===== src/rtl/hs_pkg.sv =====
`default_nettype none
// ============================================================================
//  Package     : hs_pkg
//  Description : Shared constants for the four-phase handshake receiver:
//                FSM state encoding and default parameter values.
//  Revision    : 1.0 - initial release
// ============================================================================
package hs_pkg;

  // FSM state encoding (2-bit)
  localparam logic [1:0] IDLE    = 2'b00;
  localparam logic [1:0] CAPTURE = 2'b01;
  localparam logic [1:0] ACK     = 2'b10;

  // Default configuration
  localparam int DEF_WIDTH       = 8;
  localparam int DEF_SYNC_STAGES = 2;
  localparam int DEF_FIFO_DEPTH  = 4;

endpackage : hs_pkg
`default_nettype wire


===== src/rtl/hs_rx_fifo.sv =====
`default_nettype none
// ============================================================================
//  Module      : hs_rx_fifo
//  Description : Synchronous first-word-fall-through FIFO used to buffer
//                words captured by the handshake receiver.
//  Ports       : clk, reset (sync, active-low)
//                push / push_data : write side (ignored when full)
//                pop              : read side (ignored when empty)
//                dout             : head word; holds last popped word when empty
//                full, empty, fill: status
//  Revision    : 1.0 - initial release
// ============================================================================
module hs_rx_fifo
  import hs_pkg::*;
#(
  parameter int WIDTH = DEF_WIDTH,
  parameter int DEPTH = DEF_FIFO_DEPTH
) (
  input  logic                     clk,
  input  logic                     reset,
  input  logic                     push,
  input  logic [WIDTH-1:0]         push_data,
  input  logic                     pop,
  output logic [WIDTH-1:0]         dout,
  output logic                     full,
  output logic                     empty,
  output logic [$clog2(DEPTH):0]   fill
);

  localparam int AW = $clog2(DEPTH);

  logic [WIDTH-1:0] mem_q [DEPTH];
  logic [AW-1:0]    wr_ptr_q, wr_ptr_d;
  logic [AW-1:0]    rd_ptr_q, rd_ptr_d;
  logic [AW:0]      fill_q, fill_d;
  logic [WIDTH-1:0] last_q, last_d;
  logic             push_ok;
  logic             pop_ok;

  assign full  = (fill_q == (AW+1)'(DEPTH));
  assign empty = (fill_q == '0);
  assign fill  = fill_q;

  // When empty, present the most recently popped word rather than a stale slot
  assign dout = empty ? last_q : mem_q[rd_ptr_q];

  always_comb begin
    push_ok  = push && !full;
    pop_ok   = pop && !empty;
    // DEPTH is a power of two, so natural pointer overflow gives the wrap
    wr_ptr_d = push_ok ? wr_ptr_q + AW'(1) : wr_ptr_q;
    rd_ptr_d = pop_ok  ? rd_ptr_q + AW'(1) : rd_ptr_q;
    last_d   = pop_ok  ? mem_q[rd_ptr_q]   : last_q;
    fill_d   = fill_q;
    case ({push_ok, pop_ok})
      2'b10:   fill_d = fill_q + (AW+1)'(1);
      2'b01:   fill_d = fill_q - (AW+1)'(1);
      default: fill_d = fill_q;
    endcase
  end

  always_ff @(posedge clk) begin
    if (!reset) begin
      wr_ptr_q <= '0;
      rd_ptr_q <= '0;
      fill_q   <= '0;
      last_q   <= '0;
    end else begin
      wr_ptr_q <= wr_ptr_d;
      rd_ptr_q <= rd_ptr_d;
      fill_q   <= fill_d;
      last_q   <= last_d;
    end
  end

  // Storage needs no reset: a slot is only read after it has been written
  always_ff @(posedge clk) begin
    if (push_ok) begin
      mem_q[wr_ptr_q] <= push_data;
    end
  end

endmodule : hs_rx_fifo
`default_nettype wire


===== src/rtl/handshake_receiver.sv =====
`default_nettype none
// ============================================================================
//  Module      : handshake_receiver
//  Description : Destination end of a four-phase req/ack clock crossing.
//                Synchronizes req_async, captures the source-held data word,
//                returns a registered ack and buffers words in a FWFT FIFO.
//  Ports       : clk, reset (sync, active-low), enable
//                req_async, data_in -> ack           (source side)
//                dout, dout_valid, dout_ready        (consumer side)
//                fill, xfer_count                    (status)
//  Option      : HS_PARITY_EN adds parity_in (even parity over data_in) and a
//                sticky parity_err; mismatched words are acked but dropped.
//  Revision    : 1.0 - initial release
// ============================================================================
module handshake_receiver
  import hs_pkg::*;
#(
  parameter int WIDTH       = DEF_WIDTH,
  parameter int SYNC_STAGES = DEF_SYNC_STAGES,
  parameter int FIFO_DEPTH  = DEF_FIFO_DEPTH
) (
  input  logic                          clk,
  input  logic                          reset,
  input  logic                          enable,
  input  logic                          req_async,
  input  logic [WIDTH-1:0]              data_in,
  output logic                          ack,
  output logic [WIDTH-1:0]              dout,
  output logic                          dout_valid,
  input  logic                          dout_ready,
  output logic [$clog2(FIFO_DEPTH):0]   fill,
  output logic [7:0]                    xfer_count
`ifdef HS_PARITY_EN
  ,
  input  logic                          parity_in,
  output logic                          parity_err
`endif
);

  // --------------------------------------------------------------------------
  // req synchronizer chain; req_s is the last stage
  // --------------------------------------------------------------------------
  logic [SYNC_STAGES-1:0] sync_q, sync_d;
  logic                   req_s;

  assign sync_d = {sync_q[SYNC_STAGES-2:0], req_async};
  assign req_s  = sync_q[SYNC_STAGES-1];

  // --------------------------------------------------------------------------
  // FSM / datapath state
  // --------------------------------------------------------------------------
  logic [1:0] state_q, state_d;
  logic       ack_q, ack_d;
  logic [7:0] xfer_count_q, xfer_count_d;
  logic       push;
  logic       word_ok;
  logic       fifo_full;
  logic       fifo_empty;

`ifdef HS_PARITY_EN
  logic parity_err_q, parity_err_d;
  // Even parity: parity_in must make the total count of ones even
  assign word_ok    = ((^data_in) == parity_in);
  assign parity_err = parity_err_q;
`else
  assign word_ok = 1'b1;
`endif

  // State register
  always_ff @(posedge clk) begin
    if (!reset) begin
      sync_q       <= '0;
      state_q      <= IDLE;
      ack_q        <= 1'b0;
      xfer_count_q <= '0;
`ifdef HS_PARITY_EN
      parity_err_q <= 1'b0;
`endif
    end else begin
      sync_q       <= sync_d;
      state_q      <= state_d;
      ack_q        <= ack_d;
      xfer_count_q <= xfer_count_d;
`ifdef HS_PARITY_EN
      parity_err_q <= parity_err_d;
`endif
    end
  end

  // Next-state logic. enable and full only gate leaving IDLE, so a
  // handshake already in progress always completes.
  always_comb begin
    state_d = state_q;
    case (state_q)
      IDLE:    if (req_s && enable && !fifo_full) state_d = CAPTURE;
      CAPTURE: state_d = ACK;
      ACK:     if (!req_s) state_d = IDLE;
      default: state_d = IDLE;
    endcase
  end

  // Output logic. ack is registered from the next state so it changes on
  // the same edge the FSM enters/leaves ACK, glitch-free toward the source.
  always_comb begin
    ack_d        = (state_d == ACK);
    push         = (state_q == CAPTURE) && word_ok;
    xfer_count_d = push ? xfer_count_q + 8'd1 : xfer_count_q;
`ifdef HS_PARITY_EN
    parity_err_d = parity_err_q || ((state_q == CAPTURE) && !word_ok);
`endif
  end

  assign ack        = ack_q;
  assign xfer_count = xfer_count_q;
  assign dout_valid = !fifo_empty;

  // --------------------------------------------------------------------------
  // Receive FIFO
  // --------------------------------------------------------------------------
  hs_rx_fifo #(
    .WIDTH (WIDTH),
    .DEPTH (FIFO_DEPTH)
  ) u_fifo (
    .clk       (clk),
    .reset     (reset),
    .push      (push),
    .push_data (data_in),
    .pop       (dout_ready),
    .dout      (dout),
    .full      (fifo_full),
    .empty     (fifo_empty),
    .fill      (fill)
  );

endmodule : handshake_receiver
`default_nettype wire

===== config.mk =====
export PLATFORM = sky130hd
export DESIGN_NAME = handshake_receiver
export DESIGN_NICKNAME = d
export VERILOG_FILES = /design/src/rtl/hs_pkg.sv /design/src/rtl/hs_rx_fifo.sv /design/src/rtl/handshake_receiver.sv
export SDC_FILE = /design/constraint.sdc
export NUM_CORES = 1
export LEC_CHECK = 0
export ABC_CLOCK_PERIOD_IN_PS = 2300
export BUFFER_PORTS_ARGS = -buffer_cell sky130_fd_sc_hd__buf_4
export CELL_PAD_IN_SITES_DETAIL_PLACEMENT = 1
export CELL_PAD_IN_SITES_GLOBAL_PLACEMENT = 1
export CORE_MARGIN = 3
export CORE_UTILIZATION = 35
export DETAILED_ROUTE_END_ITERATION = 8
export PLACE_DENSITY = 0.71
export SYNTH_ARGS = -nofsm -noshare
export SYNTH_HDL_FRONTEND = slang
export SYNTH_SLANG_ARGS = --single-unit

===== constraint.sdc =====
create_clock -name clk -period 2.3 [get_ports clk]
set_input_delay 0.23 -clock clk [delete_from_list [all_inputs] [get_ports clk]]
set_output_delay 0.23 -clock clk [all_outputs]
set_load 0.02 [all_outputs]

; ---- Yosys cells after proc, flatten, opt, wreduce, memory -nomap -nowiden
; Memory sizes are Yosys's and may differ from the RTL's. A register that Yosys moved wholly into a read port is not among the register bits.
; Cells that the tools add are included.
; W data, S select, Z words.
[word_totals]
ff_bits = 28
ramBits = 32
in_bits = 13
out_inout_bits = 21
wordCells = 38
n_memories = 1
[mem_list]
columns = memory, depth, word_bits, read_ports, rd_clocked_by_memory_dff, wr, line
row1 = u_fifo.mem_q, 4, 8, 1, 1, 1, hs_rx_fifo.sv:32  ; logic [WIDTH-1:0] mem_q [DEPTH];
[op_classes]
add_sub_neg = 5
n_eq_ne = 6
muxes = 9
n_reduce_logical = 9
[op_table]
columns = cell, count
row1 = $add A8 B1 Y8 const B, 1
row2 = $mux W2, 4
row3 = $mux W8, 1
row4 = $eq A2 B2 Y1 const B, 3
row5 = $pmux W2 S3, 1
row6 = $pmux W3 S2, 1
row7 = $add A2 B1 Y2 const B, 2
row8 = $eq A2 B1 Y1 const B, 2
row9 = $logic_and A1 B1 Y1, 4
row10 = $add A3 B1 Y3 const B, 1
row11 = $eq A3 B3 Y1 const B, 1
row12 = $logic_not A3 Y1, 1
row13 = $sub A3 B1 Y3 const B, 1
row14 = $logic_not A1 Y1, 2
row15 = $logic_not A2 Y1, 1
row16 = $mux W1, 2
row17 = $reduce_bool A2 Y1, 1

; ---- Longest topological paths before layout
[logic_depth]
depth_word = 6
mapped_depth = 10
ltp_nobuf = 9

; ---- Cells and area by module
; Synthesis repeated with hierarchy kept, for this count alone.
[unflattened]
cells_unflattened = 188
hier_area_um2 = 2562.5
[modules_own_cells]
columns = mod, instances, cells_per_inst, area_per_inst_um2, seq_area_each_um2
row1 = hs_rx_fifo, 1, 132, 2030.7, 1301.2
row2 = handshake_receiver, 1, 56, 531.8, 260.2

; ---- Worst setup path after synthesis
; OpenSTA, ideal clock, no wires.
[synth_path]
kind = reg-to-reg
from = reg u_fifo.fill_q[2] (netlist: u_fifo.fill[2])
to = reg u_fifo.fill_q[2] (netlist: u_fifo.fill[2])
setup_time_ps = 71
t_arrival_ps = 2140
required_time_ps = 2229
path_slack_ps = 90
path_stages_with_launch = 10
path_buffers = 0
period_less_slack_ps = 2210
path_cell_list = dfxtp_1 nor3b_1 nor2_1 inv_1 ha_1 inv_1 fa_1 xor2_1 or3_1 a21oi_1
[synth_between]
elab_chain_cells = 5
elab_cells_between_ends = 12
classes_between = 2 x add/sub / 3 x eq/ne / 1 x mux / 6 x reduce/logical
[synth_rtl]
columns = element, line
row1 = "start, declared", hs_rx_fifo.sv:35  ; logic [AW:0] fill_q, fill_d;
row2 = "start signal, assigned", hs_rx_fifo.sv:71  ; fill_q <= fill_d;
row3 = $eq A3 B3 Y1 / $logic_not A3 Y1 (equally long branches), "hs_rx_fifo.sv:40, hs_rx_fifo.sv:41"
row4 = "$logic_not A1 Y1, on equally long branches", "hs_rx_fifo.sv:48, hs_rx_fifo.sv:49"
row5 = "$logic_and A1 B1 Y1, on equally long branches", "hs_rx_fifo.sv:48, hs_rx_fifo.sv:49"
row6 = $eq A2 B1 Y1 / $eq A2 B2 Y1 (equally long branches), hs_rx_fifo.sv:55  ; case ({push_ok, pop_ok})
row7 = $pmux W3 S2 / $reduce_bool A2 Y1 (equally long branches), -
; Parallel ways exist; a longest one is shown, timed or not.
; A chain may end at the register's enable or synchronous reset.

==> run metrics <==
family with the most delay on the worst path=multiplexers; Synth Area per Inst=13.5 sq um; clock latency on the worst-skew pair=330 ps; area grow syn2layout=21.4%; DRC Markers=0; WP data required=2070 ps; Hold Path Class=in2reg; Cell Chain, Critical Path=buf_4 -> mux4_2 -> mux2_2 -> buf_4; hold path cells=1; Post-synth top flop=edfxtp_1; combinational power share=0.072; power per cell area=704 nW/um^2; global-route wire length before repair=8510 microns; Synth Instances=188; core area=6910 sq um; CTS tree=built; Startpoint Class=flip-flop; sequential power share=0.546; clock power share=0.382; ratio of cells with drive above 1 in the final layout=0.316; dpl ws=175 ps; crit path kind=reg2out; Static Leak=0.00116 uW; yosys warns=0; post-route minimum period=2090 ps; total gr overflow=0; Starting Density=0.368; io pins=34; Relative slew margins=0.652; crit path max fanout=8; ys async rst share=0; Die Span X=91.2 microns; initial antenna violation count=0; unique cell type count in the Yosys netlist=39; IO buf count=33; Synthesized Nets=208; Hold Vio Cnt, Final=0; FF-to-FF path depth=9; Synth Register Bits=62; Row Count=30; pin count of the biggest net entering global routing=18; vias in the first global route=1,641; vias per cell=4.76; CTS H-tree depth=3; post-synth design cell area=2540 sq um; root cell of the clock tree=clkbuf_8; Die Span Y=91.2 microns; DIE AREA=8310 sq um; vias=1,572; clock buffer depth=2; GRT Util Overall=0.132; design area=3080 sq um; Critical path buffers and inverters=2; status=finished, final reports clean; nets=249; cts bufs inserted=9; total wire length=5010 microns; critical path depth=4; Setup Viol. Count Final=0; clk sinks=62; number of iterations in the first detailed-routing pass=4; setup TNS=0 ps; DRT iter0 DRCs=78; Final GP Congestion=0.775; CP Capture Type=output port; clock-pin slew on the worst setup and hold paths=70 ps; final worst-path cycle share=0.910; Max-cap violations=0; Sw Pwr=529 uW; Routed Antenna Nets=0; RSZ-0062 raised after global routing=no; ant diodes=0; Worst Max-Slew Pin Slew=519 ps; switch share=0.244; CP peak stage delay=570 ps; Post-CTS Hold Fix Bufs=0; post-layout util=0.446; Slowest-stage cell, CP=mux4_2; Achievable Freq=478 MHz; Clock Skew=10.8 ps; CP most frequent cell=buf_4; wire per inst=15.2 microns; Final WS setup=208 ps; worst vdd ir=307 uV; DP HPWL=3600 microns; Post-synth EDFFs=32; count of final max-slew check failures=0; sequential share of the synthesized area=0.615; Pint=1640 uW; crit path DAT=1860 ps; Placed Area=2900 sq um
[placed cells by master (no fill, tap or decap), types with 2 or more instances in the layout]
cell / instances
nor2_1: 11
buf_4: 38
a21oi_1: 10
nand4_1: 2
edfxtp_1: 32
clkbuf_8: 9
mux4_2: 8
and2_1: 3
xnor2_1: 2
o31ai_1: 3
clkinvlp_4: 2
nand2_1: 13
and3_1: 4
or3_1: 2
inv_1: 8
dfxtp_1: 30
xor2_1: 4
o2bb2ai_1: 8
clkinv_2: 2
ha_1: 6
clkinv_4: 3
nand3_1: 4
mux2_2: 8
o21ai_0: 4
or4_1: 3
[cell type report]
type | count | area (sq um)
fill | 750 | 3820
sequential | 62 | 1560
multi-input combinational | 109 | 907
timing repair buffer | 38 | 285
clock buffer | 9 | 124
tap | 96 | 120
clock inverter | 7 | 51.3
inverter | 9 | 33.8
[per-stage QoR]
stage	cells	hold slack [ps]	power, uW
after global placement	314	424	1370
after global routing	330	82.3	2270
after floorplan	188	329	1300
final	330	99.7	2170
after detailed placement	314	428	1370
after CTS	330	83.1	2200
[final timing paths]
path,startpoint,end,slack (ps)
min,data_in[7],u_fifo.mem_q[3][7],100
max reg2reg,u_fifo.fill[0],u_fifo.fill[2],240
min reg2reg,sync_q[0],sync_q[1],450
max,flip-flop,dout[7],210
[worst reg2reg max path, cell delays in order, from the launching register on]
cell and delay, ps:
dfxtp_1 410, nor3b_2 260, nor2_1 70, inv_1 50, ha_1 170, inv_1 60, fa_1 370, xor2_1 160
or3_1 310, a21oi_1 130
[Yosys cell counts (2+ instances only)]
library cell | n | area (sq um)
mux2_2 | 8 | 90.1
clkbuf_1 | 2 | 7.51
and2_1 | 3 | 18.8
o2bb2ai_1 | 8 | 70.1
dfxtp_1 | 30 | 601
buf_2 | 4 | 20.0
or4_1 | 3 | 22.5
and3_1 | 4 | 25.0
mux4_2 | 8 | 180
nand2_1 | 13 | 48.8
xnor2_1 | 2 | 17.5
o21ai_0 | 4 | 20.0
xor2_1 | 4 | 35.0
nand3_1 | 4 | 20.0
or3_1 | 2 | 12.5
edfxtp_1 | 32 | 961
nand4_1 | 2 | 12.5
ha_1 | 6 | 75.1
inv_1 | 8 | 30.0
a21oi_1 | 10 | 50.1
o31ai_1 | 3 | 22.5
nor2_1 | 11 | 41.3
[flip-flops by register name, indices dropped and copies added, names as in the netlist, named ones only]
| name | count |
|---|---|
| xfer_count | 8 |
| ack | 1 |
| u_fifo.wr_ptr_q | 2 |
| u_fifo.mem_q | 32 |
| u_fifo.last_q | 8 |
| u_fifo.rd_ptr_q | 2 |
| state_q | 2 |
| u_fifo.fill | 3 |
| sync_q | 2 |
[metal layers]
layer | vias to the layer above | share of wire | track usage
met4 | 0 | 0.019 | 0.0641
met3 | 8 | 0.028 | 0.0323
met5 | - | 0 | 0
met1 | 769 | 0.49 | 0.179
met2 | 23 | 0.46 | 0.198
li1 | 772 | - | -
[kinds of logic (layout without fill, tap and decap cells)]
family,Yosys count,in the layout,synth area share
buffers and inverters,17,63,0.0300
flip-flops,62,62,0.615
adder cells (fa/ha/maj),7,7,0.0374
multiplexers,17,17,0.110
XOR/XNOR,6,6,0.0207
AND/OR/NAND/NOR,52,52,0.116
AO/OA/AOI/OAI,27,27,0.0709
[repair_timing]
item | 4_1_cts | 5_1_grt
buffers inserted | 0 | 0
setup endpoints to repair | 0 | 1
gates resized for setup | 0 | 1
[power by group through the flow]
stage / logic, uW / registers [uW] / clock network [uW]
after detailed placement: 159 / 1210 / 0
after CTS: 160 / 1180 / 857
final: 156 / 1180 / 828
after global placement: 157 / 1210 / 0
after global routing: 172 / 1190 / 912
after floorplan: 95.5 / 1210 / 0
(Power assumes the default switching activity.)
